$ cat config.mk
export PLATFORM = sky130hd
export DESIGN_NAME = seg7_scan
export DESIGN_NICKNAME = d
export VERILOG_FILES = /design/src/rtl/seg7_pkg.sv /design/src/rtl/seg7_decode.sv /design/src/rtl/seg7_scan.sv
export SDC_FILE = /design/constraint.sdc
export NUM_CORES = 1
export LEC_CHECK = 0
export CORE_MARGIN = 1
export CORE_UTILIZATION = 52
export CTS_BUF_LIST = sky130_fd_sc_hd__clkbuf_16
export CTS_CLUSTER_DIAMETER = 40
export CTS_CLUSTER_SIZE = 40
export DETAILED_ROUTE_END_ITERATION = 7
export GPL_ROUTABILITY_DRIVEN = 0
export PLACE_DENSITY = 0.77
export SLEW_MARGIN = 20
export SYNTH_ARGS = -nofsm -noshare
export SYNTH_HDL_FRONTEND = slang
export SYNTH_SLANG_ARGS = --single-unit
$ cat constraint.sdc
create_clock -name clock -period 3.5 [get_ports clock]
set_input_delay 0.525 -clock clock [delete_from_list [all_inputs] [get_ports clock]]
set_output_delay 0.525 -clock clock [all_outputs]
set_load 0.005 [all_outputs]
$ cat src/rtl/seg7_pkg.sv
// Shared types, constants and helpers for the four-digit seven-segment scanner.
// Latency: n/a (declarations only).
// Backpressure: n/a.
//
// Contents:
//   HEX_SEG   - hex nibble to active-low segment pattern, seg[0]=a .. seg[6]=g
//   SEG_OFF   - all segments dark
//   AN_OFF    - all anodes off
//   pins_t    - the registered pin bundle driven by the scanner
//   lz_blank  - leading-zero test for one digit position of the display word
package seg7_pkg;

    typedef logic [1:0]  digit_t;
    typedef logic [3:0]  nib_t;
    typedef logic [15:0] word_t;

    localparam logic [6:0] SEG_OFF = 7'h7F;
    localparam logic [3:0] AN_OFF  = 4'hF;

    // Index 0 sits in the least significant slice, so the list runs F down to 0.
    localparam logic [15:0][6:0] HEX_SEG = {
        7'b0001110,   // F
        7'b0000110,   // E
        7'b0100001,   // d
        7'b1000110,   // C
        7'b0000011,   // b
        7'b0001000,   // A
        7'b0010000,   // 9
        7'b0000000,   // 8
        7'b1111000,   // 7
        7'b0000010,   // 6
        7'b0010010,   // 5
        7'b0011001,   // 4
        7'b0110000,   // 3
        7'b0100100,   // 2
        7'b1111001,   // 1
        7'b1000000    // 0
    };

    // Everything that leaves the block goes through one register of this type,
    // so seg, dp, an and frame always change on the same edge.
    typedef struct packed {
        logic [6:0] seg;
        logic       dp;
        logic [3:0] an;
        logic       frame;
    } pins_t;

    localparam pins_t PINS_RESET = '{seg: SEG_OFF, dp: 1'b1, an: AN_OFF, frame: 1'b0};

    // A digit is a leading zero when it and every more significant digit are
    // zero. The rightmost digit always shows, so a zero word reads "   0".
    function automatic logic lz_blank(input word_t disp, input digit_t digit);
        word_t upper;
        upper = disp >> {digit, 2'b00};
        return (digit != 2'd0) && (upper == 16'h0000);
    endfunction

endpackage

$ cat src/rtl/seg7_decode.sv
// Hex nibble to seven-segment pattern, active-low (a segment is lit when its bit is 0).
// Latency: combinational, zero cycles.
// Backpressure: none; output follows the input continuously.
//
// Ports:
//   nib  - hex digit 0..F
//   seg  - segment pattern, seg[0]=a .. seg[6]=g
module seg7_decode
    import seg7_pkg::*;
(
    input  logic [3:0] nib,
    output logic [6:0] seg
);

    assign seg = HEX_SEG[nib];

endmodule

$ cat src/rtl/seg7_scan.sv
// Four-digit multiplexed seven-segment driver: hex decode, anode scan, PWM brightness, leading-zero blanking.
// Latency: one cycle from scan counter state to pins; a loaded word shows from the next frame's digit 0.
// Backpressure: none; load is a fire-and-forget strobe and the latest load in a frame wins.
//
// Ports:
//   clock, n_reset - rising-edge clock, asynchronous active-low reset
//   value, load    - word to display ([3:0] = rightmost digit) and its capture strobe
//   dp_mask        - per-digit decimal point enable, active-high, live
//   blank_lz       - blank leading zeros, live
//   bright         - brightness 0..15, live
//   seg, dp, an    - active-low segment, decimal point and anode pins
//   frame          - one-cycle pulse on the last cycle of digit 3's slot
module seg7_scan
    import seg7_pkg::*;
#(
    parameter int DIGIT_CYCLES = 100000,
    parameter int BLANK        = 16
)(
    input  logic        n_reset,
    input  logic        clock,
    input  logic [15:0] value,
    input  logic        load,
    input  logic [3:0]  dp_mask,
    input  logic        blank_lz,
    input  logic [3:0]  bright,
    output logic [6:0]  seg,
    output logic        dp,
    output logic [3:0]  an,
    output logic        frame
);

    // Slot counter width, and a wider width for the brightness product:
    // (bright+1) is at most 16, so four extra bits hold the product and the
    // fifth keeps BLANK + on-length from wrapping.
    localparam int CW = (DIGIT_CYCLES > 1) ? $clog2(DIGIT_CYCLES) : 1;
    localparam int PW = CW + 5;

    localparam logic [CW-1:0] SLOT_LAST = CW'(DIGIT_CYCLES - 1);
    localparam logic [PW-1:0] BLANK_W   = PW'(BLANK);
    localparam logic [PW-1:0] ACTIVE_W  = PW'(DIGIT_CYCLES - BLANK);

    // ------------------------------------------------------------------
    // Scan counters
    // ------------------------------------------------------------------
    logic [CW-1:0] slot_cnt;
    digit_t        digit;
    logic          slot_wrap;
    logic          frame_hit;

    assign slot_wrap = (slot_cnt == SLOT_LAST);
    assign frame_hit = slot_wrap && (digit == 2'd3);

    always_ff @(posedge clock or negedge n_reset) begin
        if (!n_reset) begin
            slot_cnt <= '0;
            digit    <= 2'd0;
        end else if (slot_wrap) begin
            slot_cnt <= '0;
            digit    <= digit + 2'd1;
        end else begin
            slot_cnt <= slot_cnt + CW'(1);
        end
    end

    // ------------------------------------------------------------------
    // Pending / displayed words
    // ------------------------------------------------------------------
    // disp only changes on the edge that ends the cycle in which the frame
    // pin is high, i.e. while the counters sit at digit 0, slot 0. Nothing is
    // lit in slot 0 (BLANK >= 1), so a half-old, half-new word is never seen.
    // A load landing on that same edge bypasses pending so it is not lost.
    word_t pending;
    word_t disp;
    word_t transfer_word;
    pins_t pins_q;

    assign transfer_word = load ? value : pending;

    always_ff @(posedge clock or negedge n_reset) begin
        if (!n_reset) begin
            pending <= '0;
            disp    <= '0;
        end else begin
            if (load) begin
                pending <= value;
            end
            if (pins_q.frame) begin
                disp <= transfer_word;
            end
        end
    end

    // ------------------------------------------------------------------
    // Digit select and decode
    // ------------------------------------------------------------------
    nib_t       nib;
    logic [6:0] dec_seg;
    logic       lz;

    assign nib = disp[{digit, 2'b00} +: 4];
    assign lz  = blank_lz && lz_blank(disp, digit);

    seg7_decode u_decode (
        .nib (nib),
        .seg (dec_seg)
    );

    // ------------------------------------------------------------------
    // Brightness window
    // ------------------------------------------------------------------
    // Anodes are lit for slot_cnt in [BLANK, BLANK + on_len). on_len scales
    // the post-blank part of the slot by (bright+1)/16, so bright=15 fills it.
    logic [PW-1:0] on_len;
    logic [PW-1:0] win_end;
    logic [PW-1:0] slot_w;
    logic          in_win;

    assign on_len  = ((PW'(bright) + PW'(1)) * ACTIVE_W) >> 4;
    assign win_end = BLANK_W + on_len;
    assign slot_w  = PW'(slot_cnt);
    assign in_win  = (slot_w >= BLANK_W) && (slot_w < win_end);

    // ------------------------------------------------------------------
    // Output register
    // ------------------------------------------------------------------
    // seg tracks the selected digit continuously; it only changes when the
    // digit or disp changes, both of which happen in slot 0 with anodes off.
    pins_t pins_nxt;

    always_comb begin
        pins_nxt       = PINS_RESET;
        pins_nxt.seg   = lz ? SEG_OFF : dec_seg;
        pins_nxt.frame = frame_hit;
        if (in_win) begin
            pins_nxt.an = ~(4'b0001 << digit);
            pins_nxt.dp = ~dp_mask[digit];
        end
    end

    always_ff @(posedge clock or negedge n_reset) begin
        if (!n_reset) begin
            pins_q <= PINS_RESET;
        end else begin
            pins_q <= pins_nxt;
        end
    end

    assign seg   = pins_q.seg;
    assign dp    = pins_q.dp;
    assign an    = pins_q.an;
    assign frame = pins_q.frame;

endmodule

# Word-level counts from Yosys, hierarchy flattened
# Memories as Yosys holds them, arrays and structs flattened.
# Cells that the tools add are included.
# W data, S select, Z words.
dict set report totals {
  inputBits 28
  output_inout_bits 13
  word_cells 38
  memories 1
  ram_bits 0
  latch_bits 0
  mem_bits_ro 112
  reg_bits 64
}
dict set report classes {
  muxes 7
  n_eq_ne 2
  n_reduce_logical 6
  n_bitwise 2
  add_sub_neg 4
  shift 3
  magnitude_cmp 4
  multipliers 1
  div 0
}
# memory words word_bits read_ports rd_clocked_by_memory_dff write_ports line_no
set mem_list {}
lappend mem_list {{(name not given)} 16 7 1 0 0 seg7_decode.sv:15} ;# assign seg = HEX_SEG[nib];
# op count
set op_table {}
lappend op_table {{$add A5 B18 Y19 const A} 1}
lappend op_table {{$lt A17 B19 Y1} 1}
lappend op_table {{$mul A5 B13 Y18 const B} 1}
lappend op_table {{$add A17 B1 Y17 const B} 1}
lappend op_table {{$eq A17 B17 Y1 const B} 1}
lappend op_table {{$ge A17 B5 Y1 const B} 1}
lappend op_table {{$mux W17} 1}
lappend op_table {{$logic_not A16 Y1} 1}
lappend op_table {{$mux W16} 1}
lappend op_table {{$shiftx A16 B5 Y4} 1}
lappend op_table {{$shr A16 B4 Y16} 1}
lappend op_table {{$mux W7} 2}
lappend op_table {{$add A4 B1 Y5 const B} 1}
lappend op_table {{$lt A4 B5 Y1 const B} 1}
lappend op_table {{$mux W5} 1}
lappend op_table {{$logic_and A1 B1 Y1} 4}
lappend op_table {{$not A4 Y4} 1}
lappend op_table {{$shl A1 B2 Y4 const A} 1}
lappend op_table {{$lt A2 B3 Y1 const B} 1}
lappend op_table {{$add A2 B1 Y2 const B} 1}
lappend op_table {{$bmux W1 S2} 1}
lappend op_table {{$eq A2 B2 Y1 const B} 1}
lappend op_table {{$reduce_bool A2 Y1} 1}
lappend op_table {{$mux W1} 1}
lappend op_table {{$not A1 Y1} 1}

# Depth between registers and ports, before layout
# Gate-level depths: netlist of the first run.
dict set report logic_depth {
  depth_word 6
  mapped_depth 22
  ltp_nobuf 22
}

# Hierarchy
# A second synthesis of the first run with hierarchy kept.
dict set report unflattened {
  hier_cells 377
  hier_area_um2 4217.8
}
# module cells_per_inst area_per_inst_um2 instances seq_area_each_um2
set by_module_without_submodules {}
lappend by_module_without_submodules {seg7_scan 342 3947.5 1 1616.6}
lappend by_module_without_submodules {seg7_decode 35 270.3 1 0.0}

# Worst setup path after synthesis of the first run
# OpenSTA, ideal clock, no wires.
dict set report synth_timing {
  kind {input to register}
  from {input bright[0]}
  to {register pins_q, in the netlist an[0]}
  setup_ns 0.084
  arrival_ns 4.190
  required_ns 3.416
  path_stages 20
  n_path_buf 1
  slack_ns -0.775
  cell_sequence {clkbuf_1 inv_1 ha_1 xnor2_1 ha_1 ha_1 ha_1 a21oi_1 o22ai_1 nor2_1 nor2b_1 o21a_1 o31ai_1 ha_1 a211oi_1 o21ai_0 o211ai_1 nand3b_1 o221ai_2 nand2_1}
}
# item line_no
set synth_rtl {}
lappend synth_rtl {{start: declaration} seg7_scan.sv:25} ;# input logic [3:0] bright,
lappend synth_rtl {{end signal: assignment} seg7_scan.sv:144} ;# pins_q <= pins_nxt;
lappend synth_rtl {{end: declaration} seg7_scan.sv:75} ;# pins_t pins_q;

==> results of run 1 <==
## cell usage in the layout (no fill, tap or decap), types with 3 or more instances in the layout
cell type / count
mux2i_1: 4
inv_1: 22
o221ai_1: 5
dfrtp_1: 52
nor2_1: 20
ha_4: 11
nand4_1: 4
clkbuf_16: 9
buf_4: 40
nor4_1: 3
mux4_2: 4
clkdlybuf4s50_1: 35
clkinv_2: 3
a21oi_1: 10
clkinv_1: 3
o21ai_0: 13
nand3_1: 9
nand2b_1: 4
a211oi_1: 3
ha_1: 47
o21a_1: 3
dfstp_2: 12
nor3_1: 6
a211oi_2: 3
mux2_2: 31
inv_2: 4
nand2_1: 28
o211ai_1: 4
nor2b_1: 7
xnor2_1: 10
xor2_1: 14
## power groups by stage
| stage | Sequential (W) | Combinational [W] | Clock [W] |
|---|---|---|---|
| 4_1_cts | 0.000766 | 0.000546 | 0.000774 |
| 3_5_place_dp | 0.000778 | 0.000524 | 0 |
| 2_1_floorplan | 0.000776 | 0.000340 | 0 |
| 6_report | 0.000766 | 0.000583 | 0.000759 |
| 3_3_place_gp | 0.000776 | 0.000506 | 0 |
| 5_1_grt | 0.000767 | 0.000644 | 0.000807 |
## through the flow
| stage | util | setup slack (ns) | total power, W | instances | hold slack, ns |
|---|---|---|---|---|---|
| finish | 0.715 | -0.375 | 0.00211 | 577 | 0.151 |
| global route | 0.715 | -0.556 | 0.00222 | 577 | 0.174 |
| floorplan | - | -0.446 | 0.00112 | 387 | 0.229 |
| CTS | 0.707 | -0.440 | 0.00209 | 577 | 0.155 |
| detailed placement | 0.666 | -1.25 | 0.00130 | 560 | 0.484 |
| global placement | 0.666 | -1.17 | 0.00128 | 560 | 0.477 |
## worst max-delay path, cell delays in order
cell and delay (ns):
buf_8 0.10, ha_4 0.17, xor2_4 0.19, ha_4 0.28, ha_4 0.19, fa_2 0.55
ha_4 0.21, nor2b_4 0.13, o31a_4 0.30, o21ai_4 0.14, nand2_1 0.08, a21oi_2 0.14
xor2_1 0.20, ha_1 0.27, o211ai_1 0.18, nand3b_1 0.14, o221ai_4 0.22, nand2_1 0.09
## worst min path at each step
stage	cells past startpoint	startpoint	end
floorplan	0	n_reset	digit[0]
global placement	1	pending[6]	pending[6]
detailed placement	1	pending[15]	pending[15]
CTS	1	n_reset	digit[0]
global route	1	n_reset	digit[0]
finish	1	n_reset	slot_cnt[14]
## flip-flops by register name, indices dropped and copies added, names as in the netlist
register and flops:
disp 16, digit 2, seg 7, dp 1
pending 16, slot_cnt 17, frame 1, an 4
## cell families after synthesis
kind of cell,Yosys count,synth area share
muxes,39,0.115
buffers and inverters,34,0.0315
DFF,64,0.388
and+or+nand+nor,103,0.126
AOI/OAI and AO/OA,58,0.0940
xor gates and xnor gates,28,0.0589
adders and majority gates,61,0.187
## final cells by class
| cell class | count | area [µm²] |
|---|---|---|
| Multi-Input combinational cell | 289 | 2730 |
| Fill cell | 521 | 2200 |
| Sequential cell | 64 | 1620 |
| Timing Repair Buffer | 81 | 707 |
| Clock buffer | 9 | 225 |
| Tap cell | 102 | 128 |
| Inverter | 25 | 93.8 |
| Clock inverter | 7 | 30.0 |
## layer usage
layer | vias up | part of all wire | global-route usage
li1 | 1546 | - | -
met1 | 1573 | 0.46 | 0.304
met2 | 73 | 0.50 | 0.390
met3 | 16 | 0.031 | 0.0519
met4 | 0 | 0.013 | 0.0701
met5 | - | 0 | 0
## timing repair
action                                  CTS  global route
gates resized for setup                  30            12
endpoints found under the setup margin    5             5
pin swaps                                17            20
buffers inserted                          1             0
==> metrics.md, run 1 <==
| Metric | Value |
|---|---|
| Clock Skew | `0.00573 ns` |
| Top Ports | `41` |
| Critical Path Start Type | `input port` |
| Clock transition at path regs | `0.05 ns` |
| CTS tree | `built` |
| Top cells by count, synth | `ha_1 (59), dfrtp_1 (52), mux2_2 (31)` |
| CP max FO | `5` |
| Seq/Total Area, Yosys | `0.388` |
| RSZ-0062 raised after global routing | `true` |
| Comb power frac | `0.277` |
| H-tree levels | `3` |
| Main synth FF type | `dfrtp_1` |
| Post-Route Setup TNS | `-1.84 ns` |
| Setup crit end kind | `register` |
| Port bufs | `40` |
| Antenna cells | `0` |
| CP Capture Point | `an[2]` |
| Yosys top cell by area | `dfrtp_1` |
| All-Layer GR Usage | `0.234` |
| WL/cell | `15.5 µm` |
| Layout cells sized above 1 | `0.318` |
| Vias in the first global route | `3298` |
| Slew @ Worst Pin | `0.896 ns` |
| Antenna Nets Post-Route | `0` |
| Detail Placement HPWL | `6830 µm` |
| P&R area growth vs syn | `32.7%` |
| Final net count | `559` |
| Sw frac | `0.274` |
| Die ar. | `8370 µm²` |
| Max_cap viols | `0` |
| Design area | `5530 µm²` |
| Placed Area | `5150 µm²` |
| #FFs+latches synth | `64` |
| Die W | `91.5 µm` |
| Critical R2R Capture | `seg[6]` |
| First-pass GRT wire length | `15200 µm` |
| Unique masters post-synth | `50` |
| CTS Hold Buffers Added | `0` |
| DR vias | `3208` |
| Ys Warns | `0` |
| Initial Utilization | `0.539` |
| Largest net degree at the start of global routing | `45` |
| Crit share post-route | `1.11` |
| Violated checks | `setup timing` |
| Critical Path AT | `4.12 ns` |
| Status | `complete, but fails checks` |
| Synth Instances | `387` |
| Kind of critical path | `in2reg` |
| Fin worst setup slack | `-0.375 ns` |
| Worst VDD drop | `398 µV` |
| Fmax | `258 MHz` |
| Syn Area/Cell | `10.8 µm²` |
| Final wirelength | `8960 µm` |
| Async set or reset register ratio after synthesis | `1.00` |
| Drt via density | `5.56` |
| Synth top area share | `0.312` |
| Clk root buf | `clkbuf_16` |
| Pint | `0.00153 W` |
| Number of cell rows | `32` |
| Skew-Pair Late Insertion Delay | `0.33 ns` |
| CTS buffer count | `9` |
| Pwr/cell area | `382 nW/µm²` |
| # DRC | `0` |
| Hold WC Path Type | `in2async` |
| Max-slew headroom | `0.403` |
| Clock Sink Count | `64` |
| CTS max path bufs | `2` |
| Clk pwr share | `0.360` |
| Max Slew Vio Count | `0` |
| Count leader, synth | `ha_1` |
| Final Hold Viols | `0` |
| Vert. Die Dim | `91.5 µm` |
| Sequential share of power | `0.363` |
| Post-synthesis net count | `476` |
| Min Tclk post-route | `3.88 ns` |
| R2R Setup Slk | `1.12 ns` |
| R2r worst-path depth | `6` |
| Number of synthesized flops with an enable pin | `0` |
| Initial antenna violation count | `0` |
| Grt total ovfl | `0` |
| Post-Syn Area | `4170 µm²` |
| NetSw | `0.000579 W` |
| LEAKAGE | `2.48 nW` |
| Core ar. | `7730 µm²` |
| Worst r2r src | `digit[1]` |
| Pre-Repair DR Iteration Count | `4` |
| Leading post-synthesis cells by cell area | `dfrtp_1 (31%), ha_1 (18%), mux2_2 (8.4%), dfstp_2 (7.6%), xor2_1 (3.4%)` |
| Worst Setup SP | `bright[1]` |
| Worst Path Required | `3.74 ns` |
| Starting DRT DRC Count | `138` |
| Final setup viols | `5` |
No activity file was read; power rests on OpenSTA's default activity.
==> run 2, diff against run 1 <==
- MAX_ROUTING_LAYER: not set -> met4
==> metrics.md, run 2 (same netlist as run 1, synthesis figures left out) <==
| Metric | Value |
|---|---|
| Slew @ Worst Pin | `0.888 ns (-0.00753 ns)` |
| Largest registers | `slot_cnt (17), disp (16), pending (16)` |
| CTS buffer count | `9 (unchanged)` |
| Comb power frac | `0.276 (about the same)` |
| Sw frac | `0.275 (+0.000704)` |
| Die W | `91.5 µm (unchanged)` |
| Clock transition at path regs | `0.05 ns (about the same)` |
| Max reg flops | `17 (unchanged)` |
| Final setup viols | `5 (unchanged)` |
| Vert. Die Dim | `91.5 µm (unchanged)` |
| Clk root buf | `clkbuf_16` |
| Crit share post-route | `1.11 (+0.00123)` |
| Worst VDD drop | `399 µV (+0.41%)` |
| CP max FO | `5 (unchanged)` |
| Most flop-heavy register | `slot_cnt` |
| Initial antenna violation count | `0 (unchanged)` |
| Place WS | `-1.25 ns (unchanged)` |
| Most frequent cells in the layout | `dfrtp_1 (52), ha_1 (47), buf_4 (40)` |
| Max-slew headroom | `0.408 (+0.00502)` |
| Most frequent CP cell | `ha_4` |
| Final Hold Viols | `0 (unchanged)` |
| Max_cap viols | `0 (unchanged)` |
| Layout cells sized above 1 | `0.318 (unchanged)` |
| Final wirelength | `8980 µm (+0.25%)` |
| Number of cell rows | `32 (unchanged)` |
| Worst r2r src | `digit[1]` |
| Clock Skew | `0.00744 ns (+0.00172 ns)` |
| DR vias | `3180 (-0.87%)` |
| Port bufs | `40 (unchanged)` |
| Antenna cells | `0 (unchanged)` |
| Largest stage delay on the critical path | `0.55 ns (about the same)` |
| Drt via density | `5.51 (-0.87%)` |
| Design area | `5530 µm² (unchanged)` |
| CTS tree | `built` |
| Sequential share of power | `0.363 (about the same)` |
| Die ar. | `8370 µm² (unchanged)` |
| Fin worst setup slack | `-0.380 ns (-0.00432 ns)` |
| Critical Path AT | `4.12 ns (about the same)` |
| WL/cell | `15.6 µm (+0.25%)` |
| H-tree levels | `3 (unchanged)` |
| Initial Utilization | `0.539 (unchanged)` |
| Kind of critical path | `in2reg` |
| Pre-Repair DR Iteration Count | `4 (unchanged)` |
| P&R area growth vs syn | `32.7% (unchanged)` |
| LEAKAGE | `2.48 nW (unchanged)` |
| Status | `complete, but fails checks` |
| Worst Path Required | `3.74 ns (about the same)` |
| Largest net degree at the start of global routing | `45 (unchanged)` |
| Clock Sink Count | `64 (unchanged)` |
| NetSw | `0.000581 W (+0.37%)` |
| Commonest non-fill, non-tap cell in the layout | `dfrtp_1` |
| # DRC | `0 (unchanged)` |
| CP delay by family, top | `adder cells` |
| Crit path cell chain | `buf_8 -> ha_4 -> xor2_4 -> ha_4 -> ha_4 -> fa_2 -> ha_4 -> nor2b_4 -> o31a_4 -> o21ai_4 -> nand2_1 -> a21oi_2 -> xor2_1 -> ha_1 -> o211ai_1 -> nand3b_1 -> o221ai_4 -> nand2_1` |
| Critical Path Start Type | `input port` |
| Setup crit end kind | `register` |
| Final net count | `559 (unchanged)` |
| Pwr/cell area | `382 nW/µm² (+0.11%)` |
| Grt total ovfl | `0 (unchanged)` |
| Detail Placement HPWL | `6830 µm (unchanged)` |
| All-Layer GR Usage | `0.241 (+0.00659)` |
| Placed Area | `5150 µm² (unchanged)` |
| CTS max path bufs | `2 (unchanged)` |
| Max Slew Vio Count | `0 (unchanged)` |
| Skew-Pair Late Insertion Delay | `0.33 ns (about the same)` |
| Starting DRT DRC Count | `165 (+20%)` |
| Worst hold margin | `0.148 ns (-0.00364 ns)` |
| Fin util | `0.715 (unchanged)` |
| Clk pwr share | `0.361 (about the same)` |
| First-pass GRT wire length | `15200 µm (about the same)` |
| Hold WC Path Type | `in2async` |
| Pint | `0.00153 W (about the same)` |
| Violated checks | `setup timing` |
| Fmax | `258 MHz (-0.11%)` |
| Top Ports | `41 (unchanged)` |
| CP max-delay cell | `fa_2` |
| Core ar. | `7730 µm² (unchanged)` |
| Worst Setup SP | `bright[1]` |
| Antenna Nets Post-Route | `0 (unchanged)` |
| Fillers | `521 (unchanged)` |
| Crit path buf inv count | `1 (unchanged)` |
| RSZ-0062 raised after global routing | `true` |
| Min Tclk post-route | `3.88 ns (+0.00432 ns)` |
| Vias in the first global route | `3293 (-0.15%)` |
==> run 2: metrics by stage <==
stage	power (W)	instances	setup TNS [ns]
2_1_floorplan	0.00112	387	-2.23
3_3_place_gp	0.00128	560	-5.83
3_5_place_dp	0.00130	560	-6.19
4_1_cts	0.00209	577	-2.14
5_1_grt	0.00222	577	-2.75
6_report	0.00211	577	-1.86
==> run 2: cell type report <==
cell class | instances | area, µm² | area share
clock inverters | 7 | 30.0 | 0.00543
multi-input cells | 289 | 2730 | 0.493
flip-flops and latches | 64 | 1620 | 0.293
clock buffers | 9 | 225 | 0.0408
well taps | 102 | 128 | 0.0231
inverters | 25 | 93.8 | 0.0170
repair buffers | 81 | 707 | 0.128
==> run 2: power by group through the flow <==
stage               logic [W]  registers (W)  clock network (W)
floorplan            0.000340       0.000776                  0
global placement     0.000506       0.000776                  0
detailed placement   0.000524       0.000778                  0
CTS                  0.000546       0.000766           0.000774
global route         0.000644       0.000767           0.000809
finish               0.000583       0.000766           0.000762
==> run 2: repair_timing <==
action / CTS / global route
resized for setup: 30 / 12
hold buffers: 0 / 0
setup endpoints to repair: 5 / 5
gates cloned: 0 / 0
pin swaps: 17 / 20
setup buffers: 1 / 0
==> run 2: metal layers <==
| metal | share of wire | up-vias | track usage |
|---|---|---|---|
| met1 | 0.46 | 1562 | 0.304 |
| met5 | 0 | - | - |
| met4 | 0.0077 | 0 | 0.0542 |
| met2 | 0.50 | 60 | 0.390 |
| li1 | - | 1549 | - |
| met3 | 0.030 | 9 | 0.0620 |
==> run 2: worst paths after layout <==
check | to | slack, ns | cells past startpoint
setup / recovery | an[2] | -0.38 | 18
hold / removal | slot_cnt[11] | 0.15 | 1
setup reg to reg | seg[6] | 1.11 | 6
hold reg to reg | pending[5] | 0.50 | 1
max in group asynchronous | pending[10] | 2.45 | 2
min in group clock | pending[5] | 0.50 | 1
==> run 2: worst register-to-register path, stage by stage (launching register included) <==
cell      delay, ns
dfrtp_1        0.55
mux4_2         0.62
inv_1          0.16
ha_1           0.22
nor4b_1        0.24
nand4_1        0.32
o221ai_1       0.19
==> run 3, diff against run 2 <==
- CELL_PAD_IN_SITES_DETAIL_PLACEMENT: not set -> 1
- CELL_PAD_IN_SITES_GLOBAL_PLACEMENT: not set -> 2
- CORE_UTILIZATION: 52 -> 41
- PLACE_DENSITY: 0.77 -> 0.89
==> metrics.md, run 3 (same netlist as run 1, synthesis figures left out) <==
| Metric | Value |
|---|---|
| CTS tree | `built` |
| Drt via density | `5.32 (-3.5%)` |
| Core ar. | `9820 µm² (+27%)` |
| # DRC | `0 (unchanged)` |
| WL/cell | `19.0 µm (+22%)` |
| Pre-Repair DR Iteration Count | `4 (unchanged)` |
| R2r worst-path depth | `6 (unchanged)` |
| Skew-Pair Late Insertion Delay | `0.33 ns (about the same)` |
| Worst r2r src | `digit[1]` |
| Fillers | `1063 (+100%)` |
| Most flop-heavy register | `slot_cnt` |
| Most frequent cells in the layout | `dfrtp_1 (52), buf_4 (48), ha_1 (45)` |
| Global-route met3 utilization | `0.0400 (-0.0220)` |
| Die W | `103 µm (+12%)` |
| Sw frac | `0.287 (+0.0122)` |
| Fin worst setup slack | `-0.610 ns (-0.230 ns)` |
| All-Layer GR Usage | `0.236 (-0.00487)` |
| Antenna Nets Post-Route | `0 (unchanged)` |
| NetSw | `0.000668 W (+15%)` |
| Total power | `0.00232 W (+10%)` |
| Fmax | `243 MHz (-5.6%)` |
| Pwr/cell area | `405 nW/µm² (+6.1%)` |
| Worst Path Required | `3.75 ns (about the same)` |
| Max_cap viols | `0 (unchanged)` |
| Critical R2R Capture | `seg[3]` |
| Final wirelength | `11700 µm (+31%)` |
| Worst VDD drop | `286 µV (-28%)` |
| First-pass GRT wire length | `17900 µm (+18%)` |
| LEAKAGE | `2.54 nW (+2.1%)` |
| Initial Utilization | `0.424 (-0.115)` |
| CTS max path bufs | `2 (unchanged)` |
| Number of cell rows | `36 (+13%)` |
| Clock transition at path regs | `0.06 ns (about the same)` |
| Crit share post-route | `1.17 (+0.0657)` |
| Largest registers | `slot_cnt (17), disp (16), pending (16)` |
| Starting DRT DRC Count | `98 (-41%)` |
| Port bufs | `40 (unchanged)` |
| Final net count | `568 (+1.6%)` |
| Grt met1 use | `0.293 (-0.0103)` |
| Clock Skew | `0.00475 ns (-0.00269 ns)` |
| Kind of critical path | `in2reg` |
| Clk root buf | `clkbuf_16` |
| CP max FO | `5 (unchanged)` |
| Final setup viols | `5 (unchanged)` |
| Non-filler instance count after layout | `617 (+6.9%)` |
| Placed Instances | `592 (+5.7%)` |
| Largest net degree at the start of global routing | `35 (-22%)` |
| Hold WC Path Type | `in2async` |
| CTS buffer count | `9 (unchanged)` |
| Antenna cells | `0 (unchanged)` |
| H-tree levels | `3 (unchanged)` |
| Pint | `0.00166 W (+8.2%)` |
| Detail Placement HPWL | `8430 µm (+23%)` |
| Comb power frac | `0.291 (+0.015)` |
| Sequential share of power | `0.329 (-0.034)` |
| Critical Path Start Type | `input port` |
| Layout cells sized above 1 | `0.343 (+0.0251)` |
| Area of the multi-input gates | `2770 µm² (+1.7%)` |
| Vert. Die Dim | `103 µm (+12%)` |
| Critical Path AT | `4.36 ns (+0.24 ns)` |
| Final Hold Viols | `0 (unchanged)` |
| Place WS | `-1.49 ns (-0.237 ns)` |
| Setup crit end kind | `register` |
| Max Slew Vio Count | `0 (unchanged)` |
| Die ar. | `10600 µm² (+26%)` |
| R2R Setup Slk | `1.03 ns (-0.08 ns)` |
| Grt total ovfl | `0 (unchanged)` |
| Status | `complete, but fails checks` |
| DR vias | `3282 (+3.2%)` |
| Clock Sink Count | `64 (unchanged)` |
| Initial antenna violation count | `0 (unchanged)` |
| P&R area growth vs syn | `37.6%` |
| Vias in the first global route | `3553 (+7.9%)` |
| Commonest non-fill, non-tap cell in the layout | `dfrtp_1` |
| GR peak layer | `met2` |
| Met2 GRT Util | `0.396 (+0.00617)` |
| Min Tclk post-route | `4.11 ns (+0.230 ns)` |
| Clk pwr share | `0.380 (+0.019)` |
| Worst Setup SP | `bright[0]` |
| Violated checks | `setup timing` |
| Max reg flops | `17 (unchanged)` |
| Top Ports | `41 (unchanged)` |
| Max-slew headroom | `0.432 (+0.0244)` |
| Register Area | `1620 µm² (unchanged)` |
| RSZ-0062 raised after global routing | `true` |
| Slew @ Worst Pin | `0.852 ns (-0.0366 ns)` |
run 3: worst max-delay path by stage:
| stage | to | slack [ns] | depth (start not counted) |
|---|---|---|---|
| after CTS | an[0] | -0.62 | 18 |
| after detailed placement | an[0] | -1.49 | 19 |
| after floorplan | an[0] | -0.45 | 19 |
| after global placement | dp | -1.26 | 19 |
| final | dp | -0.61 | 20 |
| after global routing | dp | -0.76 | 20 |
run 3: cell type report:
cell class	instances	share of cell area
clock buffers	9	0.0393
clock inverters	7	0.0124
inverters	25	0.0164
multi-input cells	289	0.484
flip-flops and latches	64	0.282
well taps	133	0.0290
repair buffers	90	0.137
run 3: per-layer routing:
metal	wire length (µm)	vias to the layer above
met5	0	-
met4	148	0
met3	290	15
met2	6070	57
met1	5230	1657
li1	-	1553
run 3: critical path, stage by stage:
cell	delay [ns]
buf_8	0.10
ha_4	0.18
xor2_4	0.22
ha_4	0.25
ha_4	0.26
fa_2	0.44
ha_4	0.19
a21oi_4	0.17
o22ai_4	0.11
nor2_2	0.12
nor2b_1	0.07
o21a_1	0.18
o31ai_2	0.21
ha_1	0.30
a211oi_2	0.27
o21ai_1	0.13
o211ai_1	0.13
nand3b_1	0.15
o221ai_4	0.24
nand2_1	0.10
run 3: metrics by stage:
| stage | hold WS [ns] | TNS, ns | instance area, µm² | util |
|---|---|---|---|---|
| floorplan | 0.229 | -2.23 | 4370 | - |
| global placement | 0.479 | -6.30 | 5200 | 0.530 |
| detailed placement | 0.486 | -7.29 | 5200 | 0.530 |
| CTS | 0.250 | -2.95 | 5560 | 0.566 |
| global route | 0.292 | -3.78 | 5730 | 0.584 |
| finish | 0.231 | -3.00 | 5730 | 0.584 |
run 3: power groups by stage:
stage / clock (W) / combinational (W) / sequential, W
after global routing: 0.000932 / 0.000723 / 0.000767
after CTS: 0.000903 / 0.000585 / 0.000766
final: 0.000883 / 0.000675 / 0.000765
after global placement: 0 / 0.000528 / 0.000777
after detailed placement: 0 / 0.000564 / 0.000778
after floorplan: 0 / 0.000340 / 0.000776
run 3: what timing repair did:
action	4_1_cts	5_1_grt
gates cloned	0	0
setup buffers	4	5
setup endpoints to repair	5	5
gates resized for setup	26	23
pin swaps	19	30
hold buffers	0	0
==> RTL change: new RTL, config.mk and constraints of run 2 <==
Change the parameter `DIGIT_CYCLES` from 100000 to 25000.
--- a/src/rtl/seg7_scan.sv
+++ b/src/rtl/seg7_scan.sv
@@ -15,3 +15,3 @@
 #(
-    parameter int DIGIT_CYCLES = 100000,
+    parameter int DIGIT_CYCLES = 25000,
     parameter int BLANK        = 16
Formal check against the unedited RTL: same outputs for any inputs over 10 cycles, from zero or initial values and one cycle with n_reset low; that may be too few to reach the edited logic, so the function may still have changed.
==> RTL change against run 2 <==
The flow still finishes with violations (setup timing). Sequential share of layout area is 1.3 points lower. Combinational power is 48% higher. Synthesized cell count rose by 0.52%. Sequential cell count shrank 2. Routed wire length rose by 11%. Register-to-register slack got worse by 0.24 ns. Final area is 1.5% higher. Clock skew decreased by 0.0019 ns. Area after synthesis decreased by 0.69%. Setup slack got worse by 1.1 ns. Global-route usage rose by 3.6 points. Total power grew 22%. Via count rose by 4.2%. Critical path type unchanged. Highest routed layer unchanged.
==> RTL change: results (changes against run 2) <==
metric,value,unit,change
clkLatencyLatePin,0.33,ns,about the same
clock_power_share,37.5,%,+1.4 points
status,finished with violations,,
power.ir.vdd_worst,0.000354,V,-11%
hpwlAfterDp,6940,µm,+1.6%
skew,0.00559,ns,-0.00186 ns
grt.overflow.total,0,,unchanged
vias,3312,,+4.2%
fraction_of_layout_instances_using_a_drive_strength_above_1,34.7,%,+2.9 points
post-place-cells,574,,+2.5%
grt.total_usage,27.7,%,+3.6 points
synth_cell_type_count,51,,+2.0%
postRouteWirelength,9990,µm,+11%
detailedRoute.firstIterationViolations,146,,-12%
xor_xnor_share_of_the_synthesized_area,7.59,%,+1.7 points
holdCritPathClass,in2async,,
synth_commonest_cells,"50 x dfrtp_1, 50 x ha_1, 32 x mux2_2",,
synth_compound_area_share,10.1,%,+0.73 points
ctsResizeCount,33,,+10%
report.final.setup_viol,5,,unchanged
initial_antenna_violation_count,0,,unchanged
antenna-diode-count,0,,unchanged
critical_path_peak_fanout,5,,unchanged
fin_setup_tns,-7.22,ns,-5.36 ns
first_global_vias,3624,,+10%
synth_area_leaders,"dfrtp_1 30%, ha_1 15%, mux2_2 8.7%, dfstp_2 7.6%, xnor2_1 3.6%",,
final_nets,564,,+0.89%
max_stage_delay,0.54,ns,
top_regs,"disp: 16 flops, pending: 16 flops, slot_cnt: 15 flops",,
leakage,0.00256,µW,+3.1%
synth.avg_cell_area,10.6,µm²,-1.2%
fill_cells,523,,+0.38%
ys_dominant_reg_cell,dfrtp_1,,
grt_pass1_wl,17400,µm,+14%
grt_start_max_net_pins,34,,-24%
share_seq_of_total_power,28.9,%,-7.4 points
postSynthNetCount,468,,-1.7%
post_synth_fa_ha_maj_area_fraction,15.6,%,-3.1 points
critical_path_arrival,5.22,ns,+1.10 ns
post-route-worst-setup-slack,-1.45,ns,-1.07 ns
portBuffers,40,,unchanged
tightest_slew,0.765,ns,-0.123 ns
synth.area.mux_share,12.2,%,+0.72 points
ys_warn_count,0,,unchanged
p_switching,754,µW,+30%
failed_checks,setup timing,,
ys_seq_area_share,37.9,%,-0.94 points
post_drt_via_cell_ratio,5.59,,+1.5%
cts_setup_buffers,2,,+1
critPathSlowestCell,or4b_4,,
## RTL change: worst max-delay path, delay by kind of cell
family / cells / cell delay [ns]
adder cells (fa/ha/maj): 5 / 1.46
AND/OR/NAND/NOR: 7 / 1.65
AO/OA/AOI/OAI: 5 / 0.68
XOR/XNOR: 3 / 0.65
buffers and inverters: 4 / 0.24
## RTL change: metrics by stage
step / hold slack, ns / power (µW) / worst slack (ns) / instance area [µm²]
3_5_place_dp: 0.484 / 1540 / -2.25 / 5150
2_1_floorplan: 0.229 / 1200 / -1.50 / 4260
6_report: 0.239 / 2570 / -1.45 / 5610
3_3_place_gp: 0.473 / 1510 / -2.08 / 5150
5_1_grt: 0.303 / 2710 / -1.66 / 5610
4_1_cts: 0.260 / 2520 / -1.42 / 5550
## RTL change: layout make-up
type                    instances  area share, %
repair buffers                 97           14.9
well taps                     102           2.27
clock buffers                   9           4.01
multi-input cells             291           47.6
flip-flops and latches         62           27.9
inverters                      24           1.61
clock inverters                 7           1.74
## RTL change: per-layer routing
metal | global-route usage [%] | share of wire [%]
met1 | 32.3 | 42
met2 | 47.2 | 51
met3 | 5.61 | 3.9
met4 | 10.6 | 2.5
met5 | - | 0
## RTL change: final timing paths
path                            slack [ns]  depth (start not counted)                     to                 start
min in group clock                    0.50                          1   pending[0]$_DFF_PN0_  pending[0]$_DFF_PN0_
worst min register to register        0.50                          1   pending[0]$_DFF_PN0_  pending[0]$_DFF_PN0_
worst max register to register        0.87                          7       seg[1]$_DFF_PN1_  digit[0]$_DFFE_PN0N_
max in group asynchronous             2.43                          2  slot_cnt[5]$_DFF_PN0_               n_reset
worst min-delay path                  0.24                          1    disp[2]$_DFFE_PN0P_               n_reset
worst max-delay path                 -1.45                         24        an[3]$_DFF_PN1_             bright[1]
